**src/rtl/ninjin_m_axi_lite.sv**
```systemverilog
// Single-outstanding AXI4-Lite master: turns one command at a time into an
// AW/W/B write or an AR/R read and reports completion with a one-cycle done pulse.
module ninjin_m_axi_lite #(
  parameter int C_M_AXI_ADDR_WIDTH = 32,
  parameter int C_M_AXI_DATA_WIDTH = 32
) (
  input  logic                            clk,
  input  logic                            xrst,
  // command side
  input  logic                            cmd_valid,
  output logic                            cmd_ready,
  input  logic                            cmd_we,
  input  logic [C_M_AXI_ADDR_WIDTH-1:0]   cmd_addr,
  input  logic [C_M_AXI_DATA_WIDTH-1:0]   cmd_wdata,
  input  logic [C_M_AXI_DATA_WIDTH/8-1:0] cmd_wstrb,
  output logic                            done,
  output logic [C_M_AXI_DATA_WIDTH-1:0]   rdata,
  output logic [1:0]                      resp,
  // write address channel
  output logic [C_M_AXI_ADDR_WIDTH-1:0]   M_AXI_AWADDR,
  output logic [2:0]                      M_AXI_AWPROT,
  output logic                            M_AXI_AWVALID,
  input  logic                            M_AXI_AWREADY,
  // write data channel
  output logic [C_M_AXI_DATA_WIDTH-1:0]   M_AXI_WDATA,
  output logic [C_M_AXI_DATA_WIDTH/8-1:0] M_AXI_WSTRB,
  output logic                            M_AXI_WVALID,
  input  logic                            M_AXI_WREADY,
  // write response channel
  input  logic [1:0]                      M_AXI_BRESP,
  input  logic                            M_AXI_BVALID,
  output logic                            M_AXI_BREADY,
  // read address channel
  output logic [C_M_AXI_ADDR_WIDTH-1:0]   M_AXI_ARADDR,
  output logic [2:0]                      M_AXI_ARPROT,
  output logic                            M_AXI_ARVALID,
  input  logic                            M_AXI_ARREADY,
  // read data channel
  input  logic [C_M_AXI_DATA_WIDTH-1:0]   M_AXI_RDATA,
  input  logic [1:0]                      M_AXI_RRESP,
  input  logic                            M_AXI_RVALID,
  output logic                            M_AXI_RREADY
);

  localparam int STRB_W = C_M_AXI_DATA_WIDTH / 8;

  typedef enum logic [2:0] {
    S_IDLE,
    S_WADDR,
    S_WRESP,
    S_RADDR,
    S_RDATA
  } state_e;

  state_e                          state_q, state_d;
  logic [C_M_AXI_ADDR_WIDTH-1:0]   addr_q;
  logic [C_M_AXI_DATA_WIDTH-1:0]   wdata_q;
  logic [STRB_W-1:0]               wstrb_q;
  logic                            aw_done_q, aw_done_d;
  logic                            w_done_q, w_done_d;
  logic [C_M_AXI_DATA_WIDTH-1:0]   rdata_q, rdata_d;
  logic [1:0]                      resp_q, resp_d;
  logic                            done_q, done_d;

  logic accept;
  logic aw_hs;
  logic w_hs;
  logic b_hs;
  logic r_hs;

  assign accept = cmd_valid & cmd_ready;
  assign aw_hs  = M_AXI_AWVALID & M_AXI_AWREADY;
  assign w_hs   = M_AXI_WVALID & M_AXI_WREADY;
  assign b_hs   = M_AXI_BVALID & M_AXI_BREADY;
  assign r_hs   = M_AXI_RVALID & M_AXI_RREADY;

  // State register plus completion bookkeeping.
  // NOTE: sequential state uses non-blocking assignments so every register
  // samples the pre-edge values regardless of statement order.
  always_ff @(posedge clk or negedge xrst) begin
    if (!xrst) begin
      state_q   <= S_IDLE;
      aw_done_q <= 1'b0;
      w_done_q  <= 1'b0;
      rdata_q   <= '0;
      resp_q    <= '0;
      done_q    <= 1'b0;
    end else begin
      state_q   <= state_d;
      aw_done_q <= aw_done_d;
      w_done_q  <= w_done_d;
      rdata_q   <= rdata_d;
      resp_q    <= resp_d;
      done_q    <= done_d;
    end
  end

  // Command capture; held stable for the whole transaction.
  always_ff @(posedge clk or negedge xrst) begin
    if (!xrst) begin
      addr_q  <= '0;
      wdata_q <= '0;
      wstrb_q <= '0;
    end else if (accept) begin
      addr_q  <= cmd_addr;
      wdata_q <= cmd_wdata;
      wstrb_q <= cmd_wstrb;
    end
  end

  // Next-state logic.
  // NOTE: every signal gets a default at the top so no path leaves it
  // unassigned, which would otherwise infer a latch.
  always_comb begin
    state_d   = state_q;
    aw_done_d = aw_done_q;
    w_done_d  = w_done_q;
    rdata_d   = rdata_q;
    resp_d    = resp_q;
    done_d    = 1'b0;

    unique case (state_q)
      S_IDLE: begin
        if (accept) begin
          aw_done_d = 1'b0;
          w_done_d  = 1'b0;
          state_d   = cmd_we ? S_WADDR : S_RADDR;
        end
      end
      S_WADDR: begin
        // AW and W retire independently; move on once both have.
        if (aw_hs) aw_done_d = 1'b1;
        if (w_hs)  w_done_d  = 1'b1;
        if ((aw_done_q || aw_hs) && (w_done_q || w_hs)) state_d = S_WRESP;
      end
      S_WRESP: begin
        if (b_hs) begin
          resp_d  = M_AXI_BRESP;
          done_d  = 1'b1;
          state_d = S_IDLE;
        end
      end
      S_RADDR: begin
        if (M_AXI_ARVALID && M_AXI_ARREADY) state_d = S_RDATA;
      end
      S_RDATA: begin
        if (r_hs) begin
          rdata_d = M_AXI_RDATA;
          resp_d  = M_AXI_RRESP;
          done_d  = 1'b1;
          state_d = S_IDLE;
        end
      end
      default: state_d = S_IDLE;
    endcase
  end

  // Outputs are decoded from registered state only, so reset clears them at once.
  always_comb begin
    cmd_ready     = (state_q == S_IDLE);
    M_AXI_AWVALID = (state_q == S_WADDR) && !aw_done_q;
    M_AXI_WVALID  = (state_q == S_WADDR) && !w_done_q;
    M_AXI_BREADY  = (state_q == S_WRESP);
    M_AXI_ARVALID = (state_q == S_RADDR);
    M_AXI_RREADY  = (state_q == S_RDATA);
  end

  assign M_AXI_AWADDR = addr_q;
  assign M_AXI_ARADDR = addr_q;
  assign M_AXI_AWPROT = 3'b000;
  assign M_AXI_ARPROT = 3'b000;
  assign M_AXI_WDATA  = wdata_q;
  assign M_AXI_WSTRB  = wstrb_q;

  assign done  = done_q;
  assign rdata = rdata_q;
  assign resp  = resp_q;

endmodule

```
**config.mk**
```make
export PLATFORM = sky130hd
export DESIGN_NAME = ninjin_m_axi_lite
export DESIGN_NICKNAME = d
export VERILOG_FILES = /design/src/rtl/ninjin_m_axi_lite.sv
export SDC_FILE = /design/constraint.sdc
export NUM_CORES = 1
export LEC_CHECK = 0
export ABC_CLOCK_PERIOD_IN_PS = 1910
export BUFFER_PORTS_ARGS = -buffer_cell sky130_fd_sc_hd__buf_2
export CAP_MARGIN = 5
export CORE_ASPECT_RATIO = 1.25
export CORE_MARGIN = 2
export CORE_UTILIZATION = 40
export CTS_BUF_LIST = sky130_fd_sc_hd__clkbuf_4
export CTS_CLUSTER_DIAMETER = 120
export DETAILED_ROUTE_END_ITERATION = 10
export PLACE_DENSITY = 0.73
export SYNTH_ARGS = -nofsm -noshare
export SYNTH_HDL_FRONTEND = slang
export SYNTH_SLANG_ARGS = --single-unit
```
**constraint.sdc**
```tcl
create_clock -name clk -period 1.91 [get_ports clk]
set_input_delay 0.0955 -clock clk [delete_from_list [all_inputs] [get_ports clk]]
set_output_delay 0.0955 -clock clk [all_outputs]
set_load 0.01 [all_outputs]
```
Word level (Yosys, flattened, before mapping)
Index checks and enable logic that the tools add are counted.
- order comparisons: 0
- add/sub/neg operators: 0
- equal/unequal tests: 11
- mux-type cells: 18
- reductions and logical operators: 16
- multiply operators: 0
- bitwise logic cells: 5
- divide/modulo/power cells: 0
- shifts and indexed selects: 0
- operator list (cell ; count):
    3-bit two-way mux ; 5
    3-bit one-hot mux with 5 select lines ; 1
    3-bit AND reduction ; 3
    2-bit by 1-bit inequality test with 1-bit output (second input constant) ; 4
    3-bit by 2-bit == test with 1-bit output (second input constant) ; 2
    2-bit two-way mux ; 3
    2-bit inequality test (second input constant) ; 3
    1-bit one-hot mux with 2 select lines ; 3
    1-bit AND ; 5
    1-bit two-way mux ; 5
    5-bit AND reduction ; 1
    1-bit logical AND ; 4
    2-bit one-hot mux with 2 select lines ; 1
    2-bit nonzero test ; 2
    3-bit by 1-bit == test with 1-bit output (second input constant) ; 1
    3-bit == test (second input constant) ; 1
    3-bit zero test ; 1
    1-bit zero test ; 2
    1-bit logical OR ; 2
    2-bit AND reduction ; 1
- output and inout bits: 147
- word-level logic and storage cells: 59
- input port bits: 113
- RAM bits: 0
- bits in registers: 108
- memories kept: 0
- bits in latches: 0
- memory bits (read-only): 0

Logic depth before layout (Yosys ltp)
- depth after elaboration: 7
- mapped depth: 6
- depth with buffers taken out: 4

Worst setup path after synthesis
No wires, ideal clock.
- kind: flip-flop to flip-flop
- from: register state_q[0]
- to: register addr_q[0] (netlist: M_AXI_ARADDR[0])
- setup time: 0.125 ns
- clock period less this slack: 1.624 ns
- data arrival time: 1.499 ns
- setup slack: 0.286 ns
- buffers on the path: 3
- data required time: 1.785 ns
- cell stages (with the launch flop): 7
- cell sequence: dfrtp_1 -> buf_6 -> nor3_2 -> and2_1 -> buf_6 -> buf_6 -> mux2_4
- longest elaborated chain between the ends: 2
- RTL lines (item ; line ; RTL):
    from (decl) ; 55 ; state_e state_q, state_d;
    from (signal assigned) ; 89 ; state_q <= state_d;
    3-bit zero test ; 160 ; cmd_ready = (state_q == S_IDLE);
    via cmd_ready ; 11 ; output logic cmd_ready,
    1-bit AND ; 71 ; assign accept = cmd_valid & cmd_ready;
    to (signal assigned) ; 105 ; addr_q <= cmd_addr;
    to (decl) ; 56 ; logic [C_M_AXI_ADDR_WIDTH-1:0] addr_q;
The timed path passes the listed nets, and every way through them passes these cells.
A chain may end at the register's enable or synchronous reset.

Worst setup path in the final report
- from: register state_q[0]
- to: output M_AXI_RREADY
- longest elaborated chain between the ends: 1
- RTL lines (item ; line ; RTL):
    3-bit == test ; 165 ; M_AXI_RREADY = (state_q == S_RDATA);
    to (decl) ; 42 ; output logic M_AXI_RREADY
Every way passes these cells.

==> results.md <==
* Outcome: finished clean
* NetSw at 0.00381 W
* Finished Cell Area at 0.00722 mm2
* Die H at 126 um
* Synth area leaders: dfrtp_1, mux2_4, mux2_1
* Commonest cells after routing, fill and taps aside: buf_2, dlygate4sd3_1, dfrtp_1, mux2_4, mux2_1
* Internal power at 0.00676 W
* Synth top area share at 56.7%
* Clock power frac at 10.6%
* Pre-Repair DR Iteration Count at 4
* Initial cell density of the core at 41.0%
* Final Critical Period at 1.77 ns
* Peak Freq at 564 MHz
* Vias in the first global route at 3807
* Placer congestion estimate at 0.741
* # fillers at 850
* # nets final at 753
* Setup Skew at 0.0131 ns
* Min-Delay Path Class: input port to flip-flop
* Iter 0 DRT Violations at 56
* RSZ-0062 raised after global routing: no
* Period utilization at 92.8%
* Critical Path RT at 1.81 ns
* Mapped Area at 0.00477 mm2
* PortBufs at 253
* DP HPWL at 7570 um
* Commonest non-fill, non-tap cell in the layout: buf_2
* First-pass GRT wire length at 18600 um
* Initial antenna violation count at 1
* Final Hold Vio Count at 0
* Reg2reg path depth at 5
* Root Driver: clkbuf_4
* Core box area at 0.0116 mm2
* Switching Share at 36.1%
* Vias/cell at 4.47
* Setup TNS at 0 ns
* Max Root-Sink Buffers at 2
* DRC viols at 0
* Final setup violation count at 0
* Synthesized instance count at 302
* Routed vias at 3605
* Chip Width at 102 um
* Logic pwr share at 50.3%
* Total die area at 0.0128 mm2
* Synth warn at 0
* Seq/Total Area, Yosys at 56.7%
* Relative slew slack at 61.3%
* Power share of the sequential group at 39.2%
* Slew Viols, Final at 0
* Maxcap violations at 0
* Mapped Avg Cell Area at 15.8 um2
* CTS buffer count at 9
* DRT Wirelength at 12200 um
* H-tree level count at 3
* Row count at 44
* Clock latency at the later pin of the worst-skew pair at 0.43 ns
* CP Max Fanout at 7
* Seq. cell area at 0.00271 mm2
* CTS tree: built
* Post-DR wirelength/cell at 15.1 um
* Dpl cell area at 0.00594 mm2
* Max VDD drop at 0.000734 V
* Hold path depth at 3
* CTS sink count at 108
* Overflow after GRT at 0
* Multi-input gate area in the final layout at 0.00165 mm2
* Static Leak at 3.69 nW
* Pwr dens at 1460 mW/mm2
* Cell taking the most area after synthesis: dfrtp_1
* Netlist cell types at 28
* CP arrival at 1.68 ns
* Largest net degree at the start of global routing at 109
* Share of post-route cells with drive strength above 1 at 54.9%
* # IOs at 260
* Clk pin slew, worst setup/hold paths at 0.15 ns
* Global Route Usage Sum at 18.7%
* Area Overhead vs Synth at 51.6%
* WS Path Type: flip-flop to output port
* Worst setup EP type: output port
* Number of synthesized register bits at 108
* Post-route ant nets at 0
* Tightest Pin Transition at 0.580 ns
* Critical path launch point type: flip-flop
-- cell type report --
cell class,instances,share of cell area (%)
Sequential cell,108,37.5
Inverter,2,0.104
Multi-Input combinational cell,144,22.8
Antenna cell,1,0.0346
Tap cell,161,2.79
Timing Repair Buffer,375,34.9
Clock inverter,7,0.918
Clock buffer,9,0.935
-- power groups by stage --
stage	registers (W)	logic, W	clock network [W]
finish	0.00414	0.00532	0.00112
global route	0.00428	0.00568	0.00128
CTS	0.00415	0.00522	0.00118
detailed placement	0.00419	0.00501	0
global placement	0.00413	0.00493	0
floorplan	0.00461	0.00304	0
-- routing by layer --
| layer | global-route usage [%] | part of all wire [%] |
|---|---|---|
| met5 | 0 | 0 |
| met2 | 32.0 | 52 |
| met3 | 4.77 | 6.2 |
| met4 | 10.1 | 3.7 |
| met1 | 20.9 | 38 |
-- timing repair --
action	4_1_cts	5_1_grt
pin swaps	0	1
setup buffers	1	5
setup endpoints to repair	3	3
hold buffers	109	0
resized for setup	3	3
hold endpoints to repair	214	0
-- per-stage QoR --
stage	hold WS, ns	util, %	instances	power (W)	setup WS, ns
2_1_floorplan	-0.200	-	307	0.00765	0.286
3_3_place_gp	0.206	51.1	675	0.00906	0.271
6_report	0.0755	62.2	807	0.0106	0.138
4_1_cts	0.0280	61.7	801	0.0106	0.0323
5_1_grt	0.0234	62.2	807	0.0112	0.0198
3_5_place_dp	0.217	51.1	675	0.00920	0.209
-- cell usage after synthesis --
cell type and n:
and2_1 2, mux2_1 40, or3b_1 1, o22ai_1 1
inv_1 1, buf_6 11, dfrtp_1 108, nor2_2 1
nor2_1 7, o21ai_1 1, nor3b_1 2, nand2b_1 2
nor3b_2 1, nand3b_1 3, buf_2 1, nor3_2 1
inv_2 1, buf_4 41, or3_1 2, a2111oi_2 1
nand2_1 1, conb_1 1, a21oi_1 6, a311oi_1 1
nor3_4 1, mux2_4 61, mux2i_1 2, o21ai_0 1
-- registers in the layout, indices dropped and copies added, names as in the netlist --
signal,flops
w_done_q,1
resp,2
rdata,32
done,1
M_AXI_ARADDR,32
M_AXI_WDATA,32
aw_done_q,1
state_q,3
M_AXI_WSTRB,4
-- path summary, 6_finish.rpt --
| path | to | startpoint | slack, ns |
|---|---|---|---|
| max | M_AXI_RREADY | state_q[0] | 0.14 |
| min | state_q[1] | cmd_we | 0.08 |
| min in group asynchronous | rdata[6] | xrst | 0.21 |
| max reg2reg | M_AXI_ARADDR[29] | state_q[1] | 0.16 |
| min reg2reg | rdata[0] | rdata[0] | 0.50 |
| max in group asynchronous | M_AXI_ARADDR[13] | xrst | 1.23 |
-- cell families (layout without fill, tap and decap cells) --
logic type / count (synthesis) / in the layout / synth area share, %
DFF: 108 / 108 / 56.7
muxes: 103 / 103 / 29.1
buffers and inverters: 55 / 393 / 9.32
and+or+nand+nor: 24 / 24 / 3.33
AOI/OAI and AO/OA: 11 / 11 / 1.47
other: 1 / 7 / 0.0787
-- worst max-delay path, cell delays in order (launching register included) --
cell and delay [ns]:
dfrtp_2 0.48, or3b_1 0.40, buf_4 0.18, inv_1 0.06, buf_2 0.13
(Power assumes the default switching activity.)
